--- src/rtl/mem_arb_pkg.sv ---
// Shared sizes and response-owner encoding for the unified SRAM arbiter.
package mem_arb_pkg;
  localparam int SRAM_AW = 14;
  localparam int SRAM_DW = 32;

  typedef enum logic [1:0] {OWN_NONE, OWN_IF, OWN_LS} rsp_owner_e;
endpackage

--- src/rtl/sram_arbiter_if.sv ---
// Fetch port, load/store port and single-port SRAM pins as seen by the arbiter.
interface sram_arbiter_if;
  import mem_arb_pkg::*;

  logic               if_req;
  logic [31:0]        if_addr;
  logic               if_gnt;
  logic               if_rvalid;
  logic [SRAM_DW-1:0] if_rdata;

  logic               ls_req;
  logic               ls_we;
  logic [SRAM_DW-1:0] ls_bweb;
  logic [31:0]        ls_addr;
  logic [SRAM_DW-1:0] ls_wdata;
  logic               ls_gnt;
  logic               ls_rvalid;
  logic [SRAM_DW-1:0] ls_rdata;

  logic               sram_ceb;
  logic               sram_web;
  logic [SRAM_DW-1:0] sram_bweb;
  logic [SRAM_AW-1:0] sram_a;
  logic [SRAM_DW-1:0] sram_di;
  logic [SRAM_DW-1:0] sram_do;

  modport slave (
    input  if_req, if_addr, ls_req, ls_we, ls_bweb, ls_addr, ls_wdata, sram_do,
    output if_gnt, if_rvalid, if_rdata, ls_gnt, ls_rvalid, ls_rdata,
           sram_ceb, sram_web, sram_bweb, sram_a, sram_di
  );

  modport master (
    output if_req, if_addr, ls_req, ls_we, ls_bweb, ls_addr, ls_wdata, sram_do,
    input  if_gnt, if_rvalid, if_rdata, ls_gnt, ls_rvalid, ls_rdata,
           sram_ceb, sram_web, sram_bweb, sram_a, sram_di
  );
endinterface

--- src/rtl/starve_counter.sv ---
// Counts consecutive LSU grants taken while fetch waits; at_cap hands the next slot to fetch.
module starve_counter #(
  parameter int unsigned MAX_LS_STREAK = 4
) (
  input  logic clk,
  input  logic rst,
  input  logic if_req,
  input  logic if_gnt,
  input  logic ls_gnt,
  output logic at_cap
);
  localparam logic [3:0] CAP = 4'(MAX_LS_STREAK);

  logic [3:0] streak_cnt;

  always_ff @(posedge clk or posedge rst) begin
    if (rst) begin
      streak_cnt <= '0;
    end else if (!if_req || if_gnt) begin
      streak_cnt <= '0;
    end else if (ls_gnt && streak_cnt != CAP) begin
      streak_cnt <= streak_cnt + 4'd1;
    end
  end

  assign at_cap = (streak_cnt == CAP);
endmodule

--- src/rtl/sram_arbiter.sv ---
// Shares one single-port SRAM between fetch and LSU: combinational grant, LSU-first with bounded fetch starvation.
// Read data returns one cycle after grant; no response backpressure, losers simply retry.
module sram_arbiter
  import mem_arb_pkg::*;
#(
  parameter int unsigned MAX_LS_STREAK = 4
) (
  input  logic          clk,
  input  logic          rst,
  sram_arbiter_if.slave bus
);
  logic               at_cap;
  logic               if_win;
  logic               ls_win;
  logic               ceb;
  logic               web;
  logic [SRAM_DW-1:0] bweb;
  logic [SRAM_AW-1:0] addr;
  logic [SRAM_DW-1:0] wdata;
  rsp_owner_e         rsp_owner;
  rsp_owner_e         rsp_next;

  // Only word-address bits reach the macro.
  logic unused_addr_bits;
  assign unused_addr_bits = ^{bus.if_addr[31:16], bus.if_addr[1:0],
                              bus.ls_addr[31:16], bus.ls_addr[1:0]};

  starve_counter #(.MAX_LS_STREAK(MAX_LS_STREAK)) u_starve (
    .clk    (clk),
    .rst    (rst),
    .if_req (bus.if_req),
    .if_gnt (if_win),
    .ls_gnt (ls_win),
    .at_cap (at_cap)
  );

  // Grants are held off while rst is high so the macro stays idle through reset.
  always_comb begin
    if_win = 1'b0;
    ls_win = 1'b0;
    if (!rst) begin
      if (bus.if_req && (!bus.ls_req || at_cap)) begin
        if_win = 1'b1;
      end else if (bus.ls_req) begin
        ls_win = 1'b1;
      end
    end
  end

  always_comb begin
    ceb   = 1'b1;
    web   = 1'b1;
    bweb  = '1;
    addr  = '0;
    wdata = '0;
    if (if_win) begin
      ceb  = 1'b0;
      addr = bus.if_addr[SRAM_AW+1:2];
    end else if (ls_win) begin
      ceb   = 1'b0;
      web   = ~bus.ls_we;
      bweb  = bus.ls_we ? bus.ls_bweb : '1;
      addr  = bus.ls_addr[SRAM_AW+1:2];
      wdata = bus.ls_wdata;
    end
  end

  always_comb begin
    rsp_next = OWN_NONE;
    if (if_win) begin
      rsp_next = OWN_IF;
    end else if (ls_win && !bus.ls_we) begin
      rsp_next = OWN_LS;
    end
  end

  always_ff @(posedge clk or posedge rst) begin
    if (rst) begin
      rsp_owner <= OWN_NONE;
    end else begin
      rsp_owner <= rsp_next;
    end
  end

  assign bus.if_gnt    = if_win;
  assign bus.ls_gnt    = ls_win;
  assign bus.sram_ceb  = ceb;
  assign bus.sram_web  = web;
  assign bus.sram_bweb = bweb;
  assign bus.sram_a    = addr;
  assign bus.sram_di   = wdata;

  assign bus.if_rvalid = (rsp_owner == OWN_IF);
  assign bus.ls_rvalid = (rsp_owner == OWN_LS);
  assign bus.if_rdata  = bus.sram_do;
  assign bus.ls_rdata  = bus.sram_do;
endmodule
--- src/flat_wrapper.sv ---
// flat-port wrapper written by rule: the top's interface ports become plain ports
module sram_arbiter_flat import mem_arb_pkg::*;
#(
  parameter int unsigned MAX_LS_STREAK = 4
)
  (clk, rst, bus_if_req, bus_if_addr, bus_ls_req, bus_ls_we, bus_ls_bweb, bus_ls_addr, bus_ls_wdata, bus_sram_do, bus_if_gnt, bus_if_rvalid, bus_if_rdata, bus_ls_gnt, bus_ls_rvalid, bus_ls_rdata, bus_sram_ceb, bus_sram_web, bus_sram_bweb, bus_sram_a, bus_sram_di);
  sram_arbiter_if bus_i ();
  input  logic clk;
  input  logic rst;
  input wire logic [$bits(bus_i.if_req)-1:0] bus_if_req;
  input wire logic [$bits(bus_i.if_addr)-1:0] bus_if_addr;
  input wire logic [$bits(bus_i.ls_req)-1:0] bus_ls_req;
  input wire logic [$bits(bus_i.ls_we)-1:0] bus_ls_we;
  input wire logic [$bits(bus_i.ls_bweb)-1:0] bus_ls_bweb;
  input wire logic [$bits(bus_i.ls_addr)-1:0] bus_ls_addr;
  input wire logic [$bits(bus_i.ls_wdata)-1:0] bus_ls_wdata;
  input wire logic [$bits(bus_i.sram_do)-1:0] bus_sram_do;
  output wire logic [$bits(bus_i.if_gnt)-1:0] bus_if_gnt;
  output wire logic [$bits(bus_i.if_rvalid)-1:0] bus_if_rvalid;
  output wire logic [$bits(bus_i.if_rdata)-1:0] bus_if_rdata;
  output wire logic [$bits(bus_i.ls_gnt)-1:0] bus_ls_gnt;
  output wire logic [$bits(bus_i.ls_rvalid)-1:0] bus_ls_rvalid;
  output wire logic [$bits(bus_i.ls_rdata)-1:0] bus_ls_rdata;
  output wire logic [$bits(bus_i.sram_ceb)-1:0] bus_sram_ceb;
  output wire logic [$bits(bus_i.sram_web)-1:0] bus_sram_web;
  output wire logic [$bits(bus_i.sram_bweb)-1:0] bus_sram_bweb;
  output wire logic [$bits(bus_i.sram_a)-1:0] bus_sram_a;
  output wire logic [$bits(bus_i.sram_di)-1:0] bus_sram_di;
  assign bus_i.if_req = bus_if_req;
  assign bus_i.if_addr = bus_if_addr;
  assign bus_i.ls_req = bus_ls_req;
  assign bus_i.ls_we = bus_ls_we;
  assign bus_i.ls_bweb = bus_ls_bweb;
  assign bus_i.ls_addr = bus_ls_addr;
  assign bus_i.ls_wdata = bus_ls_wdata;
  assign bus_i.sram_do = bus_sram_do;
  assign bus_if_gnt = bus_i.if_gnt;
  assign bus_if_rvalid = bus_i.if_rvalid;
  assign bus_if_rdata = bus_i.if_rdata;
  assign bus_ls_gnt = bus_i.ls_gnt;
  assign bus_ls_rvalid = bus_i.ls_rvalid;
  assign bus_ls_rdata = bus_i.ls_rdata;
  assign bus_sram_ceb = bus_i.sram_ceb;
  assign bus_sram_web = bus_i.sram_web;
  assign bus_sram_bweb = bus_i.sram_bweb;
  assign bus_sram_a = bus_i.sram_a;
  assign bus_sram_di = bus_i.sram_di;
  sram_arbiter #(.MAX_LS_STREAK(MAX_LS_STREAK)) u_core (.clk(clk), .rst(rst), .bus(bus_i));
endmodule
--- config.mk ---
export PLATFORM = sky130hd
export DESIGN_NAME = sram_arbiter_flat
export DESIGN_NICKNAME = d
export VERILOG_FILES = /design/src/rtl/mem_arb_pkg.sv /design/src/rtl/sram_arbiter_if.sv /design/src/rtl/starve_counter.sv /design/src/rtl/sram_arbiter.sv /design/src/flat_wrapper.sv
export SDC_FILE = /design/constraint.sdc
export NUM_CORES = 1
export LEC_CHECK = 0
export CORE_AREA = 2 2 121 123
export DETAILED_ROUTE_END_ITERATION = 8
export DIE_AREA = 0 0 123 125
export SYNTH_ARGS = -nofsm -noshare
export SYNTH_HDL_FRONTEND = slang
export SYNTH_SLANG_ARGS = --single-unit
--- constraint.sdc ---
create_clock -name clk -period 2.6 [get_ports clk]
set_input_delay 0.39 -clock clk [delete_from_list [all_inputs] [get_ports clk]]
set_output_delay 0.39 -clock clk [all_outputs]
set_load 0.005 [all_outputs]
==> flow_metrics.env <==
export IMPL_max_freq_mhz=394
export IMPL_cts_htree_levels=1
export IMPL_powerDensity_nw_per_um2=216
export IMPL_final_util_pct=22.7
export IMPL_synth_seq_cells=6
export IMPL_cp_end_kind="output port"
export IMPL_antenna_found_initial=0
export IMPL_grt_pass1_wl_um=9580
export IMPL_ys_seq_area_share_pct=10.4
export IMPL_gp_congestion=0.745
export IMPL_start_kind="register"
export IMPL_drv_cap=0
export IMPL_syn_avg_cell_area_um2=7.46
export IMPL_num_vias=1809
export IMPL_syn_area_um2=1450
export IMPL_synthTopCellsByArea="buf_4 34%, and3_1 14%, or2_1 13%"
export IMPL_viasPerCell=3.61
export IMPL_crit_fanout=8
export IMPL_worstMarginPinSlew_ns=0.308
export IMPL_synth_distinct_cells=28
export IMPL_routedWlPerCell_um=14.5
export IMPL_finalSetupViolations=0
export IMPL_hold_viol_final=0
export IMPL_drv_slew=0
export IMPL_path_clk_slew_ns=0.03
export IMPL_crit_type="register to output port"
export IMPL_drt_wl_total_um=7270
export IMPL_overflow=0
export IMPL_num_rows=44
export IMPL_drt_iter0_markers=21
export IMPL_netlist_area_leader_share_pct=33.7
export IMPL_cts_max_path_buffers=2
export IMPL_drtAntennaViolNets=0
export IMPL_fin_nets=486
export IMPL_grt_pass1_vias=1833
export IMPL_dr_pass1_iters=4
export IMPL_hold_depth=2
export IMPL_slew_headroom_pct=79.4
export IMPL_cts_buffers=3
export IMPL_ios=313
export IMPL_ir_worst_vdd_mv=0.175
export IMPL_drc=0
export IMPL_finClkSkew_ns=0.000878
export IMPL_start_util_pct=10.2
export IMPL_crit_buf_inv=3
export IMPL_ys_warn_count=0
export IMPL_dieArea_um2=15400
export IMPL_grt_max_degree=35
export IMPL_cp_arrival_ns=2.15
export IMPL_cts_tree="built"
export IMPL_die_height_um=125
export IMPL_syn_inst=194
export IMPL_clk_latency_ns=0.23
export IMPL_area_growth_pct=123
export IMPL_diodes=0
export IMPL_fin_crit_ns=2.54
export IMPL_drive_above_1_share_pct=9.46
export IMPL_cellLeakagePower_nw=1.32
export IMPL_cp_num_cells=7
export IMPL_fin_cells=501
export IMPL_slowest_stage="clkdlybuf4s50_1"
export IMPL_p_total_mw=0.697
export IMPL_required_ns=2.21
export IMPL_max_stage_delay_ns=0.50
export IMPL_path_cells="inv_2, ha_4, nand3b_4, a211oi_4, clkbuf_16, a22o_1, clkdlybuf4s50_1"
export IMPL_status="completed"
export IMPL_synth_edf_count=0
export IMPL_async_flop_share_pct=100
export IMPL_hold_class="register to register"
export IMPL_post_route_period_util_pct=97.7
export IMPL_ys_flop_type="dfrtp_1"
export IMPL_syn_nets=361
export IMPL_r2r_cells=5
export IMPL_core_um2=14200
export IMPL_cts_sinks=6
export IMPL_dieWidth_um=123
export IMPL_cts_root_buf="clkbuf_16"
export IMPL_path_delay_family="buffers and inverters"
export IMPL_place_hpwl_um=6310
export IMPL_io_buffers=180
export IMPL_yosysTopAreaCell="buf_4"
export IMPL_grt_use_total_pct=8.35
export IMPL_place_inst=492
==> through the flow <==
stage	setup TNS, ns	hold WS, ns	setup WS (ns)	instance area [µm²]
after CTS	0	0.566	0.00448	3140
after global placement	0	0.550	0.0158	3050
after detailed placement	0	0.559	0.0324	3050
after global routing	-0.0547	0.628	-0.0160	3220
after floorplan	0	0.189	0.748	1450
final	0	0.582	0.0589	3220
==> routing by layer <==
metal	share of wire [%]	GRT usage (%)
met1	26	5.52
met2	56	19.0
met3	17	3.92
met4	1.0	1.54
met5	0	0
==> placed cells by master (no fill, tap or decap), types with 2 or more instances in the layout <==
master,count
clkdlybuf4s50_1,176
or2_1,29
nor2b_1,3
buf_12,3
or2_2,3
o31ai_1,2
nor2_1,2
and3_1,32
nand3_1,3
clkbuf_16,4
dfrtp_1,6
buf_4,12
a21oi_1,3
dlymetal6s2s_1,4
inv_2,2
a22o_1,14
inv_1,4
==> sequential cells by signal, summed over array words and instances (netlist names) <==
| name | count |
|---|---|
| u_core.u_starve.streak_cnt | 4 |
| u_core.rsp_owner | 2 |
==> final cells by class <==
cell class,instances,area [µm²]
multi-input combinational,106,758
sequential,6,150
inverter,6,22.5
tap,184,230
timing repair buffer,196,1990
clock buffer,3,75.1
fill,1518,11000
==> worst register-to-register path, stage by stage, from the launching register on <==
cell and delay [ns]:
dfrtp_1 0.40, inv_2 0.08, ha_4 0.18, and3b_4 0.19
or4_1 0.50, a21oi_1 0.16
==> cells in the mapped netlist, drive strengths merged, types with 2 or more instances <==
library cell / count
o31ai: 2
a22o: 14
buf: 69
a21oi: 4
and3: 32
nor2b: 4
dfrtp: 6
nand3: 3
ha: 2
nor2: 2
clkbuf: 7
or2: 32
inv: 6
==> timing repair <==
| item | 4_1_cts | 5_1_grt |
|---|---|---|
| hold buffers | 0 | 0 |
| buffers inserted | 1 | 4 |
| setup endpoints to repair | 8 | 36 |
| cloned | 0 | 1 |
| pin swaps | 0 | 2 |
| gates resized for setup | 1 | 8 |
| endpoints found under the hold margin | 0 | 0 |
==> where the power goes <==
group          total, mW  internal, mW  leakage, nW  switching (mW)
combinational      0.352         0.257         1.20          0.0953
sequential        0.0985        0.0964       0.0822         0.00206
clock              0.246         0.197       0.0370          0.0492
==> path summary, 6_finish.rpt <==
kind / slack, ns / start / to
min in group asynchronous: 0.63 / rst / u_core.u_starve.streak_cnt[1]
max in group asynchronous: 1.76 / rst / u_core.rsp_owner[1]
max: 0.06 / u_core.u_starve.streak_cnt[0] / bus_sram_a[1]
max reg2reg: 1.02 / u_core.u_starve.streak_cnt[0] / u_core.u_starve.streak_cnt[3]
min reg2reg: 0.58 / u_core.u_starve.streak_cnt[1] / u_core.u_starve.streak_cnt[1]
min: 0.58 / u_core.u_starve.streak_cnt[1] / u_core.u_starve.streak_cnt[1]
==> kinds of logic (layout without fill, tap and decap cells) <==
kind of cell,after synthesis,after routing,share of synthesized area (%)
DFF,6,6,10.4
AOI/OAI and AO/OA,24,24,14.2
and+or+nand+nor,80,80,34.8
adders and majority gates,2,2,1.73
buffers and inverters,82,205,38.9
No activity file was read; power rests on OpenSTA's default activity.
